===== config.mk =====
export PLATFORM = sky130hd
export DESIGN_NAME = din_frame_loader_flat
export DESIGN_NICKNAME = d
export VERILOG_FILES = /design/src/rtl/din_loader_pkg.sv /design/src/rtl/din_frame_loader_if.sv /design/src/rtl/din_loader_shadow.sv /design/src/rtl/din_frame_loader.sv /design/src/flat_wrapper.sv
export SDC_FILE = /design/constraint.sdc
export NUM_CORES = 2
export LEC_CHECK = 0
export BUFFER_PORTS_ARGS = -buffer_cell sky130_fd_sc_hd__buf_4
export CAP_MARGIN = 0
export CORE_UTILIZATION = 40
export CTS_BUF_LIST = sky130_fd_sc_hd__clkbuf_4 sky130_fd_sc_hd__clkbuf_8 sky130_fd_sc_hd__clkbuf_16
export CTS_CLUSTER_DIAMETER = 100
export CTS_CLUSTER_SIZE = 14
export DETAILED_ROUTE_END_ITERATION = 16
export PLACE_DENSITY = 0.66
export SLEW_MARGIN = 5
export SYNTH_ARGS = -nofsm -noshare
export SYNTH_HDL_FRONTEND = slang
export SYNTH_SLANG_ARGS = --single-unit

===== constraint.sdc =====
create_clock -name clk_in -period 2.2 [get_ports clk_in]
set_input_delay 0.33 -clock clk_in [delete_from_list [all_inputs] [get_ports clk_in]]
set_output_delay 0.33 -clock clk_in [all_outputs]
set_load 0.1 [all_outputs]

===== src/rtl/din_loader_pkg.sv =====
// Shared constants for the din_frame_loader slice: geometry, frame codes,
// FSM state encodings and clear-mode codes.
package din_loader_pkg;

    localparam int DATA_BITS   = 451;
    localparam int NBYTES      = 57;
    localparam int LAST_BITS   = DATA_BITS - 8 * (NBYTES - 1);
    localparam int TRIG_CYC    = 4;
    localparam int TIMEOUT_CYC = 65535;

    localparam logic [7:0] HDR      = 8'hA5;
    localparam logic [7:0] CMD_LOAD = 8'h01;
    localparam logic [7:0] CMD_TRIG = 8'h02;
    localparam logic [7:0] CMD_CLR1 = 8'h03;
    localparam logic [7:0] CMD_CLR0 = 8'h04;
    localparam logic [7:0] CMD_NORM = 8'h05;
    localparam logic [7:0] CMD_DUMP = 8'h06;

    localparam logic [2:0] ST_IDLE    = 3'd0;
    localparam logic [2:0] ST_CMD     = 3'd1;
    localparam logic [2:0] ST_PAYLOAD = 3'd2;
    localparam logic [2:0] ST_CKSUM   = 3'd3;
    localparam logic [2:0] ST_COMMIT  = 3'd4;
    localparam logic [2:0] ST_TRIGW   = 3'd5;
    localparam logic [2:0] ST_THOLD   = 3'd6;

    localparam logic [1:0] CLR_NORM = 2'b00;
    localparam logic [1:0] CLR_ONE  = 2'b01;
    localparam logic [1:0] CLR_ZERO = 2'b11;

endpackage


===== src/rtl/din_frame_loader_if.sv =====
// Byte-stream valid/ready link from the host receiver into the loader.
interface din_frame_loader_if;

    logic [7:0] rx_data;
    logic       rx_valid;
    logic       rx_ready;

    modport master (output rx_data, output rx_valid, input rx_ready);
    modport slave  (input rx_data, input rx_valid, output rx_ready);

endinterface


===== src/rtl/din_loader_shadow.sv =====
// Shadow copy of data_reg, written one byte at a time; the last byte only
// carries the low LAST_BITS bits. Running XOR exists only with DIN_LOADER_CKSUM_EN.
module din_loader_shadow
    import din_loader_pkg::*;
(
    input  logic                 clk_i,
    input  logic                 rst_n_i,
    input  logic                 clr_i,
    input  logic                 wr_en_i,
    input  logic [5:0]           wr_idx_i,
    input  logic [7:0]           wr_byte_i,
`ifdef DIN_LOADER_CKSUM_EN
    output logic [7:0]           xor_o,
`endif
    output logic [DATA_BITS-1:0] shadow_o
);

    logic [DATA_BITS-1:0] shadow_q;
    logic [DATA_BITS-1:0] shadow_d;

    // Byte-lane merge of the incoming byte into the shadow image
    always_comb begin
        shadow_d = shadow_q;
        for (int j = 0; j < NBYTES - 1; j++) begin
            if (wr_en_i && (wr_idx_i == 6'(j))) begin
                shadow_d[8*j +: 8] = wr_byte_i;
            end else begin
                shadow_d[8*j +: 8] = shadow_q[8*j +: 8];
            end
        end
        if (wr_en_i && (wr_idx_i == 6'(NBYTES - 1))) begin
            shadow_d[DATA_BITS-1 -: LAST_BITS] = wr_byte_i[LAST_BITS-1:0];
        end else begin
            shadow_d[DATA_BITS-1 -: LAST_BITS] = shadow_q[DATA_BITS-1 -: LAST_BITS];
        end
    end

    // Shadow register with reset and discard
    always_ff @(posedge clk_i) begin
        if (!rst_n_i || clr_i) begin
            shadow_q <= '0;
        end else begin
            shadow_q <= shadow_d;
        end
    end

`ifdef DIN_LOADER_CKSUM_EN
    logic [7:0] xor_q;

    // Checksum accumulates full bytes as received, including masked bits
    always_ff @(posedge clk_i) begin
        if (!rst_n_i || clr_i) begin
            xor_q <= 8'h00;
        end else if (wr_en_i) begin
            xor_q <= xor_q ^ wr_byte_i;
        end else begin
            xor_q <= xor_q;
        end
    end

    assign xor_o = xor_q;
`endif

    assign shadow_o = shadow_q;

endmodule


===== src/rtl/din_frame_loader.sv =====
// Host-side frame parser and double-buffered data register for the 451-bit
// pattern generator. Optional checksum byte: define DIN_LOADER_CKSUM_EN.
module din_frame_loader
    import din_loader_pkg::*;
(
    input  logic                 clk_in,
    input  logic                 rst_n,
    din_frame_loader_if.slave    rx,
    input  logic                 busy,
    output logic [DATA_BITS-1:0] data_reg,
    output logic                 trig,
    output logic                 dump,
    output logic [1:0]           clr_mode,
    output logic                 frame_err,
    output logic                 loaded
);

    localparam logic [15:0] TO_MAX   = 16'(TIMEOUT_CYC - 1);
    localparam logic [5:0]  CNT_LAST = 6'(NBYTES - 1);
    localparam logic [2:0]  TRG_LAST = 3'(TRIG_CYC - 1);

    logic [2:0]           state_q, state_d;
    logic [5:0]           cnt_q, cnt_d;
    logic [15:0]          to_q, to_d;
    logic [2:0]           tcnt_q, tcnt_d;
    logic [DATA_BITS-1:0] data_reg_q, data_reg_d;
    logic [1:0]           clr_mode_q, clr_mode_d;
    logic                 trig_q, trig_d;
    logic                 dump_q, dump_d;
    logic                 frame_err_q, frame_err_d;
    logic                 loaded_q, loaded_d;
    logic                 rx_ready_q, rx_ready_d;

    logic                 accept_s;
    logic                 listen_s;
    logic                 sh_wr_s;
    logic                 sh_clr_s;
    logic [DATA_BITS-1:0] shadow_s;
`ifdef DIN_LOADER_CKSUM_EN
    logic [7:0]           sh_xor_s;
`endif

    assign accept_s = rx.rx_valid & rx_ready_q;
    assign listen_s = (state_q == ST_CMD) || (state_q == ST_PAYLOAD) || (state_q == ST_CKSUM);

    din_loader_shadow u_shadow (
        .clk_i     (clk_in),
        .rst_n_i   (rst_n),
        .clr_i     (sh_clr_s),
        .wr_en_i   (sh_wr_s),
        .wr_idx_i  (cnt_q),
        .wr_byte_i (rx.rx_data),
`ifdef DIN_LOADER_CKSUM_EN
        .xor_o     (sh_xor_s),
`endif
        .shadow_o  (shadow_s)
    );

    // Frame FSM, inter-byte timeout, trigger hold and output next-state
    always_comb begin
        state_d     = state_q;
        cnt_d       = cnt_q;
        to_d        = 16'd0;
        tcnt_d      = tcnt_q;
        data_reg_d  = data_reg_q;
        clr_mode_d  = clr_mode_q;
        trig_d      = trig_q;
        dump_d      = 1'b0;
        frame_err_d = 1'b0;
        loaded_d    = 1'b0;
        sh_wr_s     = 1'b0;
        sh_clr_s    = 1'b0;

        if (listen_s && !accept_s && (to_q == TO_MAX)) begin
            frame_err_d = 1'b1;
            sh_clr_s    = 1'b1;
            state_d     = ST_IDLE;
        end else begin
            if (listen_s && !accept_s) begin
                to_d = to_q + 16'd1;
            end else begin
                to_d = 16'd0;
            end
            case (state_q)
                ST_IDLE: begin
                    if (accept_s && (rx.rx_data == HDR)) begin
                        state_d = ST_CMD;
                    end else begin
                        state_d = ST_IDLE;
                    end
                end
                ST_CMD: begin
                    if (accept_s) begin
                        state_d = ST_IDLE;
                        case (rx.rx_data)
                            CMD_LOAD: begin
                                state_d  = ST_PAYLOAD;
                                cnt_d    = 6'd0;
                                sh_clr_s = 1'b1;
                            end
                            CMD_TRIG: state_d     = ST_TRIGW;
                            CMD_CLR1: clr_mode_d  = CLR_ONE;
                            CMD_CLR0: clr_mode_d  = CLR_ZERO;
                            CMD_NORM: clr_mode_d  = CLR_NORM;
                            CMD_DUMP: dump_d      = 1'b1;
                            default:  frame_err_d = 1'b1;
                        endcase
                    end else begin
                        state_d = ST_CMD;
                    end
                end
                ST_PAYLOAD: begin
                    if (accept_s) begin
                        sh_wr_s = 1'b1;
                        if (cnt_q == CNT_LAST) begin
`ifdef DIN_LOADER_CKSUM_EN
                            state_d = ST_CKSUM;
`else
                            state_d = ST_COMMIT;
`endif
                        end else begin
                            cnt_d = cnt_q + 6'd1;
                        end
                    end else begin
                        state_d = ST_PAYLOAD;
                    end
                end
`ifdef DIN_LOADER_CKSUM_EN
                ST_CKSUM: begin
                    if (accept_s && (rx.rx_data == sh_xor_s)) begin
                        state_d = ST_COMMIT;
                    end else if (accept_s) begin
                        frame_err_d = 1'b1;
                        sh_clr_s    = 1'b1;
                        state_d     = ST_IDLE;
                    end else begin
                        state_d = ST_CKSUM;
                    end
                end
`endif
                ST_COMMIT: begin
                    // data_reg may only move while the generator is idle
                    if (!busy) begin
                        data_reg_d = shadow_s;
                        loaded_d   = 1'b1;
                        state_d    = ST_IDLE;
                    end else begin
                        state_d = ST_COMMIT;
                    end
                end
                ST_TRIGW: begin
                    if (!busy) begin
                        trig_d  = 1'b1;
                        tcnt_d  = 3'd0;
                        state_d = ST_THOLD;
                    end else begin
                        state_d = ST_TRIGW;
                    end
                end
                ST_THOLD: begin
                    if (tcnt_q == TRG_LAST) begin
                        trig_d  = 1'b0;
                        state_d = ST_IDLE;
                    end else begin
                        tcnt_d = tcnt_q + 3'd1;
                    end
                end
                default: state_d = ST_IDLE;
            endcase
        end

        rx_ready_d = (state_d == ST_IDLE) || (state_d == ST_CMD) ||
                     (state_d == ST_PAYLOAD) || (state_d == ST_CKSUM);
    end

    // State and output registers
    always_ff @(posedge clk_in) begin
        if (!rst_n) begin
            state_q     <= ST_IDLE;
            cnt_q       <= 6'd0;
            to_q        <= 16'd0;
            tcnt_q      <= 3'd0;
            data_reg_q  <= '0;
            clr_mode_q  <= CLR_NORM;
            trig_q      <= 1'b0;
            dump_q      <= 1'b0;
            frame_err_q <= 1'b0;
            loaded_q    <= 1'b0;
            rx_ready_q  <= 1'b0;
        end else begin
            state_q     <= state_d;
            cnt_q       <= cnt_d;
            to_q        <= to_d;
            tcnt_q      <= tcnt_d;
            data_reg_q  <= data_reg_d;
            clr_mode_q  <= clr_mode_d;
            trig_q      <= trig_d;
            dump_q      <= dump_d;
            frame_err_q <= frame_err_d;
            loaded_q    <= loaded_d;
            rx_ready_q  <= rx_ready_d;
        end
    end

    assign rx.rx_ready = rx_ready_q;
    assign data_reg    = data_reg_q;
    assign clr_mode    = clr_mode_q;
    assign trig        = trig_q;
    assign dump        = dump_q;
    assign frame_err   = frame_err_q;
    assign loaded      = loaded_q;

endmodule


===== src/flat_wrapper.sv =====
// flat-port wrapper written by rule: the top's interface ports become plain ports
module din_frame_loader_flat import din_loader_pkg::*;
  (clk_in, rst_n, busy, data_reg, trig, dump, clr_mode, frame_err, loaded, rx_rx_data, rx_rx_valid, rx_rx_ready);
  din_frame_loader_if rx_i ();
  input  logic clk_in;
  input  logic rst_n;
  input  logic busy;
  output logic [DATA_BITS-1:0] data_reg;
  output logic trig;
  output logic dump;
  output logic [1:0] clr_mode;
  output logic frame_err;
  output logic loaded;
  input wire logic [$bits(rx_i.rx_data)-1:0] rx_rx_data;
  input wire logic [$bits(rx_i.rx_valid)-1:0] rx_rx_valid;
  output wire logic [$bits(rx_i.rx_ready)-1:0] rx_rx_ready;
  assign rx_i.rx_data = rx_rx_data;
  assign rx_i.rx_valid = rx_rx_valid;
  assign rx_rx_ready = rx_i.rx_ready;
  din_frame_loader u_core (.clk_in(clk_in), .rst_n(rst_n), .rx(rx_i), .busy(busy), .data_reg(data_reg), .trig(trig), .dump(dump), .clr_mode(clr_mode), .frame_err(frame_err), .loaded(loaded));
endmodule

Yosys cells after proc, flatten, opt, wreduce, memory -nomap -nowiden
Cells that the tools add are included.
{"block": "classes", "n_addsub": 3, "n_mul": 0, "div": 0, "magnitude_cmp": 0, "eq_ne": 81, "shift": 0, "n_mux": 35, "bitwise": 8, "n_reduce_logical": 83}
{"operator": "equality test 6 bit (second input constant)", "count": 25}
{"operator": "equality test 6 x 5 -> 1 bit (second input constant)", "count": 16}
{"operator": "logical AND 1 bit", "count": 60}
{"operator": "equality test 6 x 4 -> 1 bit (second input constant)", "count": 8}
{"operator": "equality test 6 x 3 -> 1 bit (second input constant)", "count": 4}
{"operator": "equality test 8 x 3 -> 1 bit (second input constant)", "count": 3}
{"operator": "2-to-1 mux 3 bit", "count": 8}
{"operator": "2-to-1 mux 6 bit", "count": 4}
{"operator": "case mux 3 bit (6 select lines)", "count": 1}
{"operator": "adder 16 x 1 -> 16 bit (second input constant)", "count": 1}
{"operator": "equality test 16 bit (second input constant)", "count": 1}
{"operator": "equality test 8 x 2 -> 1 bit (second input constant)", "count": 2}
{"operator": "2-to-1 mux 1 bit", "count": 16}
{"operator": "equality test 3 x 2 -> 1 bit (second input constant)", "count": 5}
{"operator": "equality test 6 x 2 -> 1 bit (second input constant)", "count": 2}
{"operator": "case mux 3 bit (2 select lines)", "count": 2}
{"operator": "case mux 6 bit (2 select lines)", "count": 1}
{"operator": "AND reduction 4 bit", "count": 3}
{"operator": "equality test 3 bit (second input constant)", "count": 3}
{"operator": "equality test 8 x 1 -> 1 bit (second input constant)", "count": 1}
{"operator": "equality test 8 bit (second input constant)", "count": 1}
{"operator": "inequality test 2 bit (second input constant)", "count": 4}
{"operator": "NOT 1 bit", "count": 7}
{"operator": "adder 6 x 1 -> 6 bit (second input constant)", "count": 1}
{"operator": "other kinds (19)", "count": 31}
{"block": "totals", "regBits": 937, "latch_bits": 0, "ram_bits": 0, "mem_bits_ro": 0, "output_inout_bits": 458, "mem_count": 0}

Depth between registers and ports, before layout
{"block": "depth", "depth_word": 10, "depth_mapped": 9}

Modules after synthesis
From an unflattened synthesis, not the netlist that was laid out.
{"block": "hier_totals", "cells_unflattened": 3737, "area_unflattened_um2": 33427.1}
{"module": "din_frame_loader", "instances": 1, "cells_each": 2182, "area_each_um2": 17199.0, "seq_area_each_um2": 9729.3}
{"module": "din_loader_shadow", "instances": 1, "cells_each": 1555, "area_each_um2": 16228.1, "seq_area_each_um2": 9028.7}

Worst setup path before layout
Ideal clock, no wire load.
{"block": "synth_path", "path_kind": "reg2reg", "from": "reg u_core.rx_ready_q, in the netlist u_core.rx.rx_ready", "to": "reg u_core.u_shadow.shadow_q[288], in the netlist u_core.u_shadow.shadow_o[288]", "setup_time_ns": 0.116, "arrival_ns": 2.379, "slack_ns": -0.295, "path_stages_with_launch": 7, "n_path_buf": 2, "path_cell_list": "dfxtp_1 and3b_1 buf_2 clkbuf_1 nand3_1 mux2i_1 nor2_1"}
{"block": "synth_between", "elab_chain_cells": 6}
{"item": "start, declared", "line_no": "din_frame_loader.sv:32", "source": "logic rx_ready_q, rx_ready_d;"}
{"item": "start signal, assigned", "line_no": "din_frame_loader.sv:201", "source": "rx_ready_q <= rx_ready_d;"}
{"item": "bitwise AND 1 bit (*)", "line_no": "din_frame_loader.sv:43", "source": "assign accept_s = rx.rx_valid & rx_ready_q;"}
{"item": "logical NOT 1 bit", "line_no": "din_frame_loader.sv:74", "source": "if (listen_s && !accept_s && (to_q == TO_MAX)) begin"}
{"item": "logical AND 1 bit (2 in a row)", "line_no": "din_frame_loader.sv:74"}
{"item": "2-to-1 mux 1 bit", "line_no": "din_frame_loader.sv:74"}
{"item": "logical AND 1 bit / logical OR 1 bit (equally long branches)", "line_no": "din_loader_shadow.sv:25, din_loader_shadow.sv:40"}
{"item": "end signal, assigned", "line_no": "din_loader_shadow.sv:43", "source": "shadow_q <= shadow_d;"}
{"item": "end, declared", "line_no": "din_loader_shadow.sv:18", "source": "logic [DATA_BITS-1:0] shadow_q;"}
Every way passes the cells marked *; elsewhere a longest branch is shown, timed or not.
A chain may end at the register's enable or synchronous reset.

Final worst setup path
{"block": "layout_path", "from": "reg u_core.to_q[12]", "to": "reg u_core.u_shadow.shadow_q[245], in the netlist u_core.u_shadow.shadow_o[245]"}
{"block": "layout_between", "elab_chain_cells": 4}
{"item": "start, declared", "line_no": "din_frame_loader.sv:24", "source": "logic [15:0] to_q, to_d;"}
{"item": "start signal, assigned", "line_no": "din_frame_loader.sv:193", "source": "to_q <= to_d;"}
{"item": "equality test 16 bit (*)", "line_no": "din_frame_loader.sv:74"}
{"item": "logical AND 1 bit (*)", "line_no": "din_frame_loader.sv:74"}
{"item": "2-to-1 mux 1 bit", "line_no": "din_frame_loader.sv:74"}
{"item": "logical AND 1 bit / logical OR 1 bit (equally long branches)", "line_no": "din_loader_shadow.sv:25, din_loader_shadow.sv:40"}
Marks and branches as above.

==> run_results.csv <==
group,metric,value,unit
floorplan,rows,108,
timing,hold_viol,0,
detailed_routing,vias,26400,
detailed_routing,dr.pass1.iters,5,
cts,htreeDepth,3,
timing,period_needed,2.12,ns
timing,final.setup.tns,0,ns
logic_synthesis,yosysTopAreaCellShare,0.535,
logic_synthesis,synth_edf_count,0,
timing,finClkSkew,0.0208,ns
timing,rsz0062_at_grt,"yes",
timing,max_freq,471,MHz
floorplan,fp.dieH,298,um
min_path,holdCritPathClass,"input pin to flip-flop",
logic_synthesis,synth_nets,3755,
placement,port_buffers,469,
job,cap_viol_max_count,0,
placement,hpwl,63100,um
grt,grt_max_degree,153,
floorplan,die_x,298,um
finish,area_growth,22.2,%
finish,n_antenna_cell,0,
detailed_routing,drtIter0Drc,1597,
logic_synthesis,netlist_instances,3735,
detailed_routing,wirelength,99500,um
setup_path,crit_fanout,11,
grt,antenna_found_initial,3,
logic_synthesis,synth.largest_area_cell,"dfxtp_1",
detailed_routing,wire_per_inst,18.7,um
pwr,power,30.4,mW
logic_synthesis,avgSynthCellArea,9.39,um2
setup_path,startpoint_type,"flip-flop",
detailed_routing,viasPerCell,4.96,
grt,grt-ovfl-total,0,
floorplan,io_pins,470,
timing,drv_slew,0,
pwr,power.density,710,mW/mm2
pwr,p_leak,17.0,nW
detailed_routing,route.detailed.drc,0,
floorplan,start_util,0.404,
logic_synthesis,seq_area_frac_synth,0.535,
logic_synthesis,yosysWarningCount,0,
timing,setup_viol,0,
logic_synthesis,async_reset_ff_frac,0,
cts,numCtsBuffers,78,
timing,worstMarginPinSlew,0.921,ns
floorplan,core_region_area,0.0868,mm2
setup_path,critPathMaxStageDelay,0.55,ns
floorplan,die_area,0.0889,mm2
setup_path,crit_family,"simple AND/OR/NAND/NOR gates",
setup_path,cp_cell_sequence,"nand4_1 -> or4_4 -> o211ai_1 -> buf_6 -> buf_12 -> clkbuf_16 -> nor2_1",
cts,cts.root.buffer_cell,"clkbuf_16",
finish,fin_nets,4183,
cts,clock_latency,0.62,ns
grt,grt_pass1_vias,25000,
logic_synthesis,syn_area,0.0351,mm2
cts,cts.sinks,937,
logic_synthesis,ys.flop_type,"dfxtp_1",
setup_path,cp_num_buf_inv,3,
grt,grt_usage,0.213,
cts,cts_tree,"done",
status,status,"finished clean",
setup_path,crit_slowest_cell,"or4_4",
pwr,vdd_drop_max,0.000508,V
cts,postCtsHoldBufs,0,
timing,slew-limit-headroom,0.386,
timing,min_period_over_period,0.965,
logic_synthesis,ys_ff_latch,937,
cts,ctsLongestPathBuffers,3,
logic_synthesis,ys_types,55,
grt,grt_pass1_wl,149000,um
setup_path,cp.arrival,2.62,ns
setup_path,end_kind,"flip-flop",
setup_path,required,2.70,ns
detailed_routing,final_antenna_net_count,0,
setup_path,criticalPathCategory,"flip-flop to flip-flop",
placement,place_congestion,0.813,
logic_synthesis,synth_area_leaders,"dfxtp_1, mux2i_1, nand2_1",
finish,layout-drive-gt1-share,0.189,
cts,path_clk_slew,0.07,ns
==> path summary, 6_finish.rpt <==
check	from	end	slack [ns]	cells past startpoint
hold reg to reg	u_core.u_shadow.shadow_o[415]	u_core.data_reg[415]	0.45	2
setup reg to reg	u_core.to_q[12]	u_core.u_shadow.shadow_o[245]	0.08	7
hold / removal	rst_n	u_core.data_reg[441]	0.10	2
setup / recovery	u_core.to_q[12]	u_core.u_shadow.shadow_o[245]	0.08	7
==> Yosys cell counts (2+ instances only) <==
cell type,instances
nor3_1,5
or3_1,2
nor4bb_1,2
buf_4,49
clkbuf_2,2
buf_2,60
and3b_1,5
a31oi_1,2
a21boi_0,452
and3_1,4
o211ai_1,3
nor2_1,484
nor3_4,30
dfxtp_1,937
o21ai_0,3
nor3b_1,6
nor4b_1,2
inv_1,6
xor2_1,3
mux2i_1,457
nand3_1,26
nand4b_1,3
buf_1,5
or4b_1,2
ha_1,8
nor4_1,8
a21oi_1,3
xnor2_1,15
nand3b_1,6
nand2b_1,3
clkbuf_1,176
nand4bb_1,4
or4_1,2
nand2_1,918
nor3_2,2
nand4_1,13
nor2b_1,9
==> timing repair <==
item,in CTS,in global routing
resized for setup,0,30
endpoints found under the setup margin,0,348
setup buffers,0,6
==> routing by layer <==
| metal | share of wire | track usage | up-vias |
|---|---|---|---|
| li1 | - | - | 13000 |
| met2 | 0.47 | 0.354 | 557 |
| met3 | 0.048 | 0.0364 | 133 |
| met5 | 0.00039 | 0 | - |
| met4 | 0.021 | 0.0530 | 6 |
| met1 | 0.46 | 0.287 | 12700 |
==> logic make-up (layout without fill, tap and decap cells) <==
group / count (synthesis) / after routing / synth area share
adders and majority gates: 8 / 8 / 0.00285
buffers and inverters: 299 / 735 / 0.0397
muxes: 457 / 457 / 0.130
AOI/OAI and AO/OA: 471 / 471 / 0.100
DFF: 937 / 937 / 0.535
xor gates and xnor gates: 18 / 18 / 0.00449
and+or+nand+nor: 1545 / 1545 / 0.187
==> layout by cell type (no fill, tap or decap), types with 4 or more instances in the layout <==
cell type    n
inv_1        5
clkbuf_16   88
nand4_1     13
mux2i_1    457
dfxtp_1    925
nor3_1       4
buf_4      582
ha_1         7
and3b_1      5
xnor2_1     15
nand3_1     25
buf_16       4
nor2b_1      9
nand3b_1     6
a21boi_0   452
nand2_1    917
nor3_4      30
buf_12      34
buf_6        8
dfxtp_2     11
nor2_1     484
nor4_1       8
and3_1       4
nand4bb_1    4
==> power breakdown <==
group          leakage [nW]  internal, mW  switching [mW]
clock network          1.03          6.51            6.07
registers              7.55          17.0         0.00348
logic                  8.41         0.300           0.595
total                  17.0          23.8            6.67
==> worst register-to-register path, stage by stage (launching register included) <==
cell and delay (ns):
dfxtp_2 0.35, nand4_1 0.14, or4_4 0.55, o211ai_1 0.31, buf_6 0.25, buf_12 0.19, clkbuf_16 0.18, nor2_1 0.05
==> layout make-up <==
| class | count | area, um2 |
|---|---|---|
| multi-input cells | 2499 | 15000 |
| clock buffers | 80 | 1970 |
| flip-flops and latches | 937 | 18800 |
| well taps | 1155 | 1450 |
| fillers | 8145 | 43900 |
| clock inverters | 8 | 115 |
| inverters | 6 | 22.5 |
| repair buffers | 641 | 5550 |
==> per-stage QoR <==
step	instances	cell area (um2)	utilization	setup slack [ns]	hold slack [ns]
final	5326	42900	0.494	0.0773	0.105
after global routing	5326	42900	0.494	-0.0231	0.0889
after detailed placement	5221	40400	0.465	0.0548	0.453
after floorplan	3735	35100	-	0.0864	0.440
after CTS	5309	42400	0.489	0.0226	0.0599
after global placement	5221	40400	0.465	0.0824	0.446
Power figures use the tool's default switching activity.
